===== src/rtl/alu_if.sv =====
// Bus-side interface of the datapath add/subtract unit.
// The CPU control side (master) drives the bus and the load/sub controls.
// The ALU (slave) returns G, plus the zero/carry/ovf flags when ALU_FLAGS_EN is defined.
interface alu_if #(
    parameter int WIDTH = 16
);
    logic [WIDTH-1:0] buswire;
    logic             ain;
    logic             gin;
    logic             sub;
    logic [WIDTH-1:0] aluout;
`ifdef ALU_FLAGS_EN
    logic             zero;
    logic             carry;
    logic             ovf;
`endif

    modport master (
        output buswire, ain, gin, sub,
`ifdef ALU_FLAGS_EN
        input  zero, carry, ovf,
`endif
        input  aluout
    );

    modport slave (
        input  buswire, ain, gin, sub,
`ifdef ALU_FLAGS_EN
        output zero, carry, ovf,
`endif
        output aluout
    );
endinterface


===== src/rtl/alu.sv =====
// Datapath add/subtract unit of the structural CPU.
// Register A loads from the shared bus.  Register G loads A + bus or A - bus,
// computed by a ripple chain of full-adder cells.  Subtraction inverts the bus
// operand and sets the carry-in to 1.  aluout is G and has no combinational
// path from the bus.
// Optional feature macro: ALU_FLAGS_EN.  When it is defined, the block adds
// zero/carry/ovf flags.  Carry and ovf are captured with G; zero is decoded from G.
module alu #(
    parameter int WIDTH = 16
) (
    input  logic  i_clock,
    input  logic  i_reset,
    alu_if.slave  bus
);
    logic [WIDTH-1:0] r_a;
    logic [WIDTH-1:0] r_g;
    logic [WIDTH-1:0] w_opb;
    logic [WIDTH-1:0] w_sum;
`ifdef ALU_FLAGS_EN
    logic             w_cin_msb;
    logic             w_cout;
    logic             r_carry;
    logic             r_ovf;
`endif

    assign w_opb = bus.buswire ^ {WIDTH{bus.sub}};

    // Ripple-carry chain of full-adder cells, LSB first, with carry-in = sub
    always_comb begin : p_ripple
        logic w_ripple;
        w_ripple = bus.sub;
        w_sum    = '0;
`ifdef ALU_FLAGS_EN
        w_cin_msb = 1'b0;
`endif
        for (int i = 0; i < WIDTH; i++) begin
`ifdef ALU_FLAGS_EN
            if (i == WIDTH - 1) w_cin_msb = w_ripple;
`endif
            w_sum[i] = r_a[i] ^ w_opb[i] ^ w_ripple;
            w_ripple = (r_a[i] & w_opb[i]) | (w_ripple & (r_a[i] ^ w_opb[i]));
        end
`ifdef ALU_FLAGS_EN
        w_cout = w_ripple;
`endif
    end

    // Operand register A: loads the bus on ain; reset takes priority
    always_ff @(posedge i_clock) begin
        if (i_reset)      r_a <= '0;
        else if (bus.ain) r_a <= bus.buswire;
    end

    // Result register G: loads the sum formed from the pre-edge A on gin
    always_ff @(posedge i_clock) begin
        if (i_reset)      r_g <= '0;
        else if (bus.gin) r_g <= w_sum;
    end

    assign bus.aluout = r_g;

`ifdef ALU_FLAGS_EN
    // Carry and signed-overflow flags are captured together with G
    always_ff @(posedge i_clock) begin
        if (i_reset) begin
            r_carry <= 1'b0;
            r_ovf   <= 1'b0;
        end else if (bus.gin) begin
            r_carry <= w_cout;
            r_ovf   <= w_cin_msb ^ w_cout;
        end
    end

    assign bus.zero  = (r_g == '0);
    assign bus.carry = r_carry;
    assign bus.ovf   = r_ovf;
`endif
endmodule


===== src/flat_wrapper.sv =====
// flat-port wrapper written by rule: the top's interface ports become plain ports
module alu_flat 
#(
    parameter int WIDTH = 16
)
  (i_clock, i_reset, bus_buswire, bus_ain, bus_gin, bus_sub, bus_aluout);
  alu_if #(.WIDTH(WIDTH)) bus_i ();
  input  logic i_clock;
  input  logic i_reset;
  input wire logic [$bits(bus_i.buswire)-1:0] bus_buswire;
  input wire logic [$bits(bus_i.ain)-1:0] bus_ain;
  input wire logic [$bits(bus_i.gin)-1:0] bus_gin;
  input wire logic [$bits(bus_i.sub)-1:0] bus_sub;
  output wire logic [$bits(bus_i.aluout)-1:0] bus_aluout;
  assign bus_i.buswire = bus_buswire;
  assign bus_i.ain = bus_ain;
  assign bus_i.gin = bus_gin;
  assign bus_i.sub = bus_sub;
  assign bus_aluout = bus_i.aluout;
  alu #(.WIDTH(WIDTH)) u_core (.i_clock(i_clock), .i_reset(i_reset), .bus(bus_i));
endmodule

===== config.mk =====
export PLATFORM = sky130hd
export DESIGN_NAME = alu_flat
export DESIGN_NICKNAME = d
export VERILOG_FILES = /design/src/rtl/alu_if.sv /design/src/rtl/alu.sv /design/src/flat_wrapper.sv
export SDC_FILE = /design/constraint.sdc
export NUM_CORES = 1
export LEC_CHECK = 0
export BUFFER_PORTS_ARGS = -buffer_cell sky130_fd_sc_hd__buf_2
export CORE_MARGIN = 2
export CORE_UTILIZATION = 28
export CTS_CLUSTER_SIZE = 24
export DETAILED_ROUTE_END_ITERATION = 8
export GPL_TIMING_DRIVEN = 0
export PLACE_DENSITY_LB_ADDON = 0.1
export SLEW_MARGIN = 20
export SYNTH_ARGS = -nofsm -noshare
export SYNTH_HDL_FRONTEND = slang
export SYNTH_SLANG_ARGS = --single-unit

===== constraint.sdc =====
create_clock -name i_clock -period 11.4 [get_ports i_clock]
set_clock_uncertainty 0.15 [all_clocks]
set_input_delay 1.14 -clock i_clock [delete_from_list [all_inputs] [get_ports i_clock]]
set_output_delay 1.14 -clock i_clock [all_outputs]
set_load 0.01 [all_outputs]

==> results.toml, run 1 <==
[clock_tree]
cts_root_buf = "clkbuf_8"
htreeDepth = 2
clock_latency_ps = 290
path_clk_slew_ps = 60
cts.sinks = 32
clk_path_buf_depth = 2
holdBufCountCts = 0
cts_tree = "done"
post_cts_buffers = 0
cts_resized = 0
cts_made_buffers = 5

[power_and_ir_drop]
powerDensity_nw_per_um2 = 139
p_leak_uw = 0.000833
peakVddDrop_v = 0.0000437

[finish]
final_core_util_pct = 35.5
area_growth_syn_to_layout_pct = 21.3
fin_area_um2 = 1980
drive_above_1_share_pct = 26.5
nNetsFinal = 230
n_antenna_cell = 0

[global_routing]
antenna_found_initial = 0
first_global_vias = 1203
grt_pass1_wl_mm = 5.49
grt_max_degree = 11
grt_use_total_pct = 11.7
grt_overflow_total = 0

[logic_synthesis]
yosys.area.top_type = "dfxtp_1"
syn_area_um2 = 1630
syn_area_per_cell_um2 = 10.5
yosysSeqAreaShare_pct = 39.3
ys_ff_latch = 32
synth_cell_types = 16
ys.flop_type = "dfxtp_1"
yosys_warnings = 0
async_reset_ff_share_pct = 0
synth_edf_count = 0
ys_top_cells_by_area = "dfxtp_1 (39%), fa_1 (17%), mux2i_1 (10%)"
synth_top_area_share_pct = 39.3
synthTopCellsByCount = "dfxtp_1 (32), nor2_1 (31), mux2i_1 (17)"
yosys.cell_count.top_type = "dfxtp_1"
syn_inst = 155
syn_nets = 190

[floorplanning]
die_x_um = 80.3
core_area_um2 = 5570
die_h_um = 80.3
start_util_pct = 29.2
io_pins = 37
num_rows = 27
die_area_um2 = 6450

[sta]
worstMarginPinSlew_ps = 498
finalSetupTns_ps = 0
rsz0062_at_grt = "no"
setup_slack_ps = 3670
max_freq_mhz = 129
period_needed_ps = 7730
slew_headroom_pct = 66.8
hold_viol_final = 0
drv_slew = 0
holdWs_ps = 328
finalSetupViolations = 0
period_share_pct = 67.8

[setup_path]
crit_start = "bus_sub"
crit_arrival_ps = 7750
cp-start-kind = "input pin"
required_ps = 11420
worstPathMaxFanout = 7
timing.rr.start = "u_core.r_a[0]"
worst-setup-path-type = "in2reg"
critPathCaptureType = "flop"

[worst_hold_path]
min_path_type = "reg2reg"
min-delay-start = "u_core.bus.aluout[2]"

[route]
wl_mm = 3.28
routedWlPerCell_um = 12.2
vias = 1135
routed_via_density = 4.24
route.detailed.drc = 0
firstDrtPassIters = 3
drtIter0Drc = 25
postRouteAntennaNets = 0

[place]
portBuffers = 33
pre_cts_ws_ps = 3300
place_area_um2 = 1890
post-dp-hpwl_mm = 2.49
gp_congestion = 0.673

[outcome]
outcome = "finished clean"

[run]
cap_violations = 0
==> per-layer routing <==
layer	vias up	track usage (%)	routed length (µm)	share of wire, %
met5	-	0	0	0
met4	0	7.63	96	2.9
met3	8	3.37	145	4.4
met2	21	20.0	1610	49
met1	530	12.6	1440	44
li1	576	-	-	-
==> cell families (layout without fill, tap and decap cells) <==
family | after synthesis | after routing | share of synthesized area, %
compound gates | 15 | 15 | 6.83
buf+inv | 25 | 66 | 7.52
flops | 32 | 32 | 39.3
fa+ha+maj | 14 | 14 | 17.2
simple gates | 33 | 33 | 7.90
xor+xnor | 18 | 18 | 10.1
mux | 18 | 18 | 11.1
==> metrics by stage <==
step           total power (µW)  instances
2_1_floorplan               170        155
3_3_place_gp                188        260
3_5_place_dp                189        260
4_1_cts                     281        268
5_1_grt                     295        268
6_report                    275        268
==> sequential cells by signal (all words and copies together) (netlist names) <==
name	count
u_core.bus.aluout	16
u_core.r_a	16
==> worst max-delay path, stage by stage <==
cell     delay, ps
buf_6          130
xor2_1         210
fa_1           210
inv_1           60
fa_1           420
fa_1           430
fa_1           430
fa_1           420
fa_1           440
fa_1           430
fa_1           440
fa_1           430
fa_1           430
fa_1           430
fa_1           430
fa_1           430
fa_1           440
xor2_2         170
xnor2_1        150
o22ai_1         90
==> final cells by class <==
cell class              instances  area [µm²]
fillers                       586        3600
multi-input cells              98         867
flip-flops and latches         32         641
repair buffers                 33         165
well taps                      72        90.1
clock buffers                   6        82.6
plain buffers                  11        70.1
inverters                      14        52.6
clock inverters                 2        10.0
==> where the power goes <==
group	switching, µW	leakage, µW	internal [µW]
Clock	42.3	0.0000510	48.1
Combinational	30.5	0.000517	27.5
Sequential	4.83	0.000265	122
==> worst paths after layout <==
path / endpoint / slack [ps] / depth (start not counted)
setup / recovery: u_core.bus.aluout[15] / 3670 / 20
hold / removal: u_core.bus.aluout[2] / 330 / 2
setup reg to reg: u_core.bus.aluout[15] / 4360 / 19
hold reg to reg: u_core.bus.aluout[2] / 330 / 2
==> placed cells by master, fill, tap and decap left out, drive strengths merged <==
master / Yosys / final
dfxtp: 32 / 32
o22ai: 1 / 1
inv: 14 / 14
mux2: 1 / 1
nand2b: 2 / 2
fa: 14 / 14
clkinv: 0 / 2
buf: 9 / 42
a211oi: 14 / 14
nor2: 31 / 31
xor2: 2 / 2
clkbuf: 2 / 8
mux2i: 17 / 17
xnor2: 16 / 16
Note: power is estimated with default switching activity, not from simulation.
==> inputs of run 2 (changes only) <==
==> constraint.sdc (replaced) <==
create_clock -name i_clock -period 7.4 [get_ports i_clock]
set_clock_uncertainty 0.15 [all_clocks]
set_input_delay 0.74 -clock i_clock [delete_from_list [all_inputs] [get_ports i_clock]]
set_output_delay 0.74 -clock i_clock [all_outputs]
set_load 0.01 [all_outputs]
==> run 2 against run 1 <==
  * Core utilization rose by 0.27 points
  * Hold slack barely moved
  * Die area did not move
  * Highest routed layer unchanged
  * Clock power rose by 55%
  * Total power rose by 55%
==> results.toml, run 2 (synthesis gave the netlist of run 1 again) <==
[place]
dp_cells = 260
portBuffers = 33
post-dp-hpwl_mm = 2.49
pre_cts_ws_ps = -302
gp_congestion = 0.673

[floorplanning]
start_util_pct = 29.2
num_rows = 27
die_h_um = 80.3
io_pins = 37
die_area_um2 = 6450
core_area_um2 = 5570
die_x_um = 80.3

[route]
drtIter0Drc = 26
routedWlPerCell_um = 12.3
firstDrtPassIters = 4
route.detailed.drc = 0
postRouteAntennaNets = 0
wl_mm = 3.28
routed_via_density = 4.24
vias = 1136

[clock_tree]
post_cts_buffers = 0
holdBufCountCts = 0
cts.sinks = 32
cts_root_buf = "clkbuf_8"
htreeDepth = 2
path_clk_slew_ps = 60
clk_path_buf_depth = 2
clock_latency_ps = 290
cts_made_buffers = 5
cts_tree = "done"

[power_and_ir_drop]
power_frac_clock_pct = 32.9
peakVddDrop_v = 0.0000674
powerDensity_nw_per_um2 = 213
p_int_uw = 304
p_sw_share_pct = 28.4
fin_total_pwr_uw = 425
p_seq_share_pct = 45.8
comb_power_share_pct = 21.3
p_leak_uw = 0.000834
p_sw_uw = 120

[setup_path]
cpMostUsedCell = "fa_1"
cp-start-kind = "input pin"
cp_slowest_stage_delay_ps = 440
cp_cell_sequence = "buf_2, mux2_2, fa_1, inv_1, fa_1, fa_1, fa_1, fa_1, fa_1, fa_1, fa_2, fa_2, fa_1, fa_1, fa_1, fa_1, fa_2, xor2_2, xnor2_1, o22ai_1"
critical_path_buf_inv_count = 2
required_ps = 7420
critPathCaptureType = "flop"
path_delay_family = "adder cells"
worstPathMaxFanout = 3
worst-setup-path-type = "in2reg"
slowest_stage = "fa_1"
crit_arrival_ps = 7150

[finish]
final_cells = 268
drive_above_1_share_pct = 28.6
nNetsFinal = 230
regArea_um2 = 641
multi_input_area_um2 = 882
layout_commonest_cell = "buf_2"
fillers = 588
n_antenna_cell = 0
mostFrequentLayoutCells = "buf_2 (38), dfxtp_1 (32), nor2_1 (31), mux2i_1 (17), xnor2_1 (16)"
area_growth_syn_to_layout_pct = 22.3

[sta]
slew_headroom_pct = 68.4
period_share_pct = 96.2
worstMarginPinSlew_ps = 474
max_freq_mhz = 140
period_needed_ps = 7120
drv_slew = 0
setup_slack_ps = 278
rsz0062_at_grt = "no"
finalSetupTns_ps = 0
hold_viol_final = 0
finalSetupViolations = 0

[worst_hold_path]
min_path_type = "reg2reg"

[outcome]
outcome = "finished clean"

[global_routing]
grt_use_total_pct = 11.8
antenna_found_initial = 0
grt_max_degree = 11
first_global_vias = 1212
grt_pass1_wl_mm = 5.52
grt_overflow_total = 0

[run]
cap_violations = 0
run 2: cell count changes in the layout (fill, tap and decap cells not counted):
cell / previous run / this run
fa_1: 14 / 11
fa_2: 0 / 3
xor2_1: 1 / 0
xor2_2: 1 / 2
run 2: through the flow:
step	instance area (µm²)	hold slack (ps)	utilization, %
2_1_floorplan	1630	310	-
3_3_place_gp	1890	315	33.8
3_5_place_dp	1890	323	33.8
4_1_cts	1990	332	35.6
5_1_grt	1990	348	35.8
6_report	1990	328	35.8
run 2: per-layer routing:
layer | up-vias | track usage [%] | wire length (µm)
li1 | 574 | - | -
met1 | 533 | 12.6 | 1430
met2 | 21 | 20.3 | 1610
met3 | 8 | 3.37 | 145
met4 | 0 | 7.63 | 98
met5 | - | 0 | 0
run 2: cell type report:
| type | count | area share (%) |
|---|---|---|
| timing repair buffer | 33 | 8.29 |
| sequential | 32 | 32.1 |
| buffer | 11 | 3.52 |
| inverter | 14 | 2.64 |
| clock inverter | 2 | 0.502 |
| multi-input combinational | 98 | 44.3 |
| tap | 72 | 4.52 |
| clock buffer | 6 | 4.14 |
run 2: worst paths after layout:
path / from / endpoint / slack [ps] / cells past startpoint
worst max-delay path: bus_buswire[0] / u_core.bus.aluout[15] / 280 / 20
worst min-delay path: u_core.bus.aluout[2] / u_core.bus.aluout[2] / 330 / 2
worst max register to register: u_core.r_a[0] / u_core.bus.aluout[15] / 540 / 19
worst min register to register: u_core.bus.aluout[2] / u_core.bus.aluout[2] / 330 / 2
run 2: power by group through the flow:
stage / Combinational (µW) / Clock (µW) / Sequential, µW
final: 90.5 / 140 / 195
after global routing: 104 / 154 / 197
after CTS: 92.8 / 145 / 195
after detailed placement: 92.0 / 0 / 199
after global placement: 90.7 / 0 / 198
after floorplan: 58.8 / 0 / 202
run 2: repair_timing:
item	CTS	global route
resized for setup	1	3
setup endpoints to repair	1	1
hold endpoints to repair	0	0
run 2: worst register-to-register path, stage by stage, from the launching register on:
cell,delay [ps]
dfxtp_1,360
mux2_2,180
fa_1,170
inv_1,60
fa_1,420
fa_1,430
fa_1,430
fa_1,420
fa_1,440
fa_1,430
fa_2,380
fa_2,370
fa_1,420
fa_1,430
fa_1,440
fa_1,440
fa_2,390
xor2_2,160
xnor2_1,150
o22ai_1,90
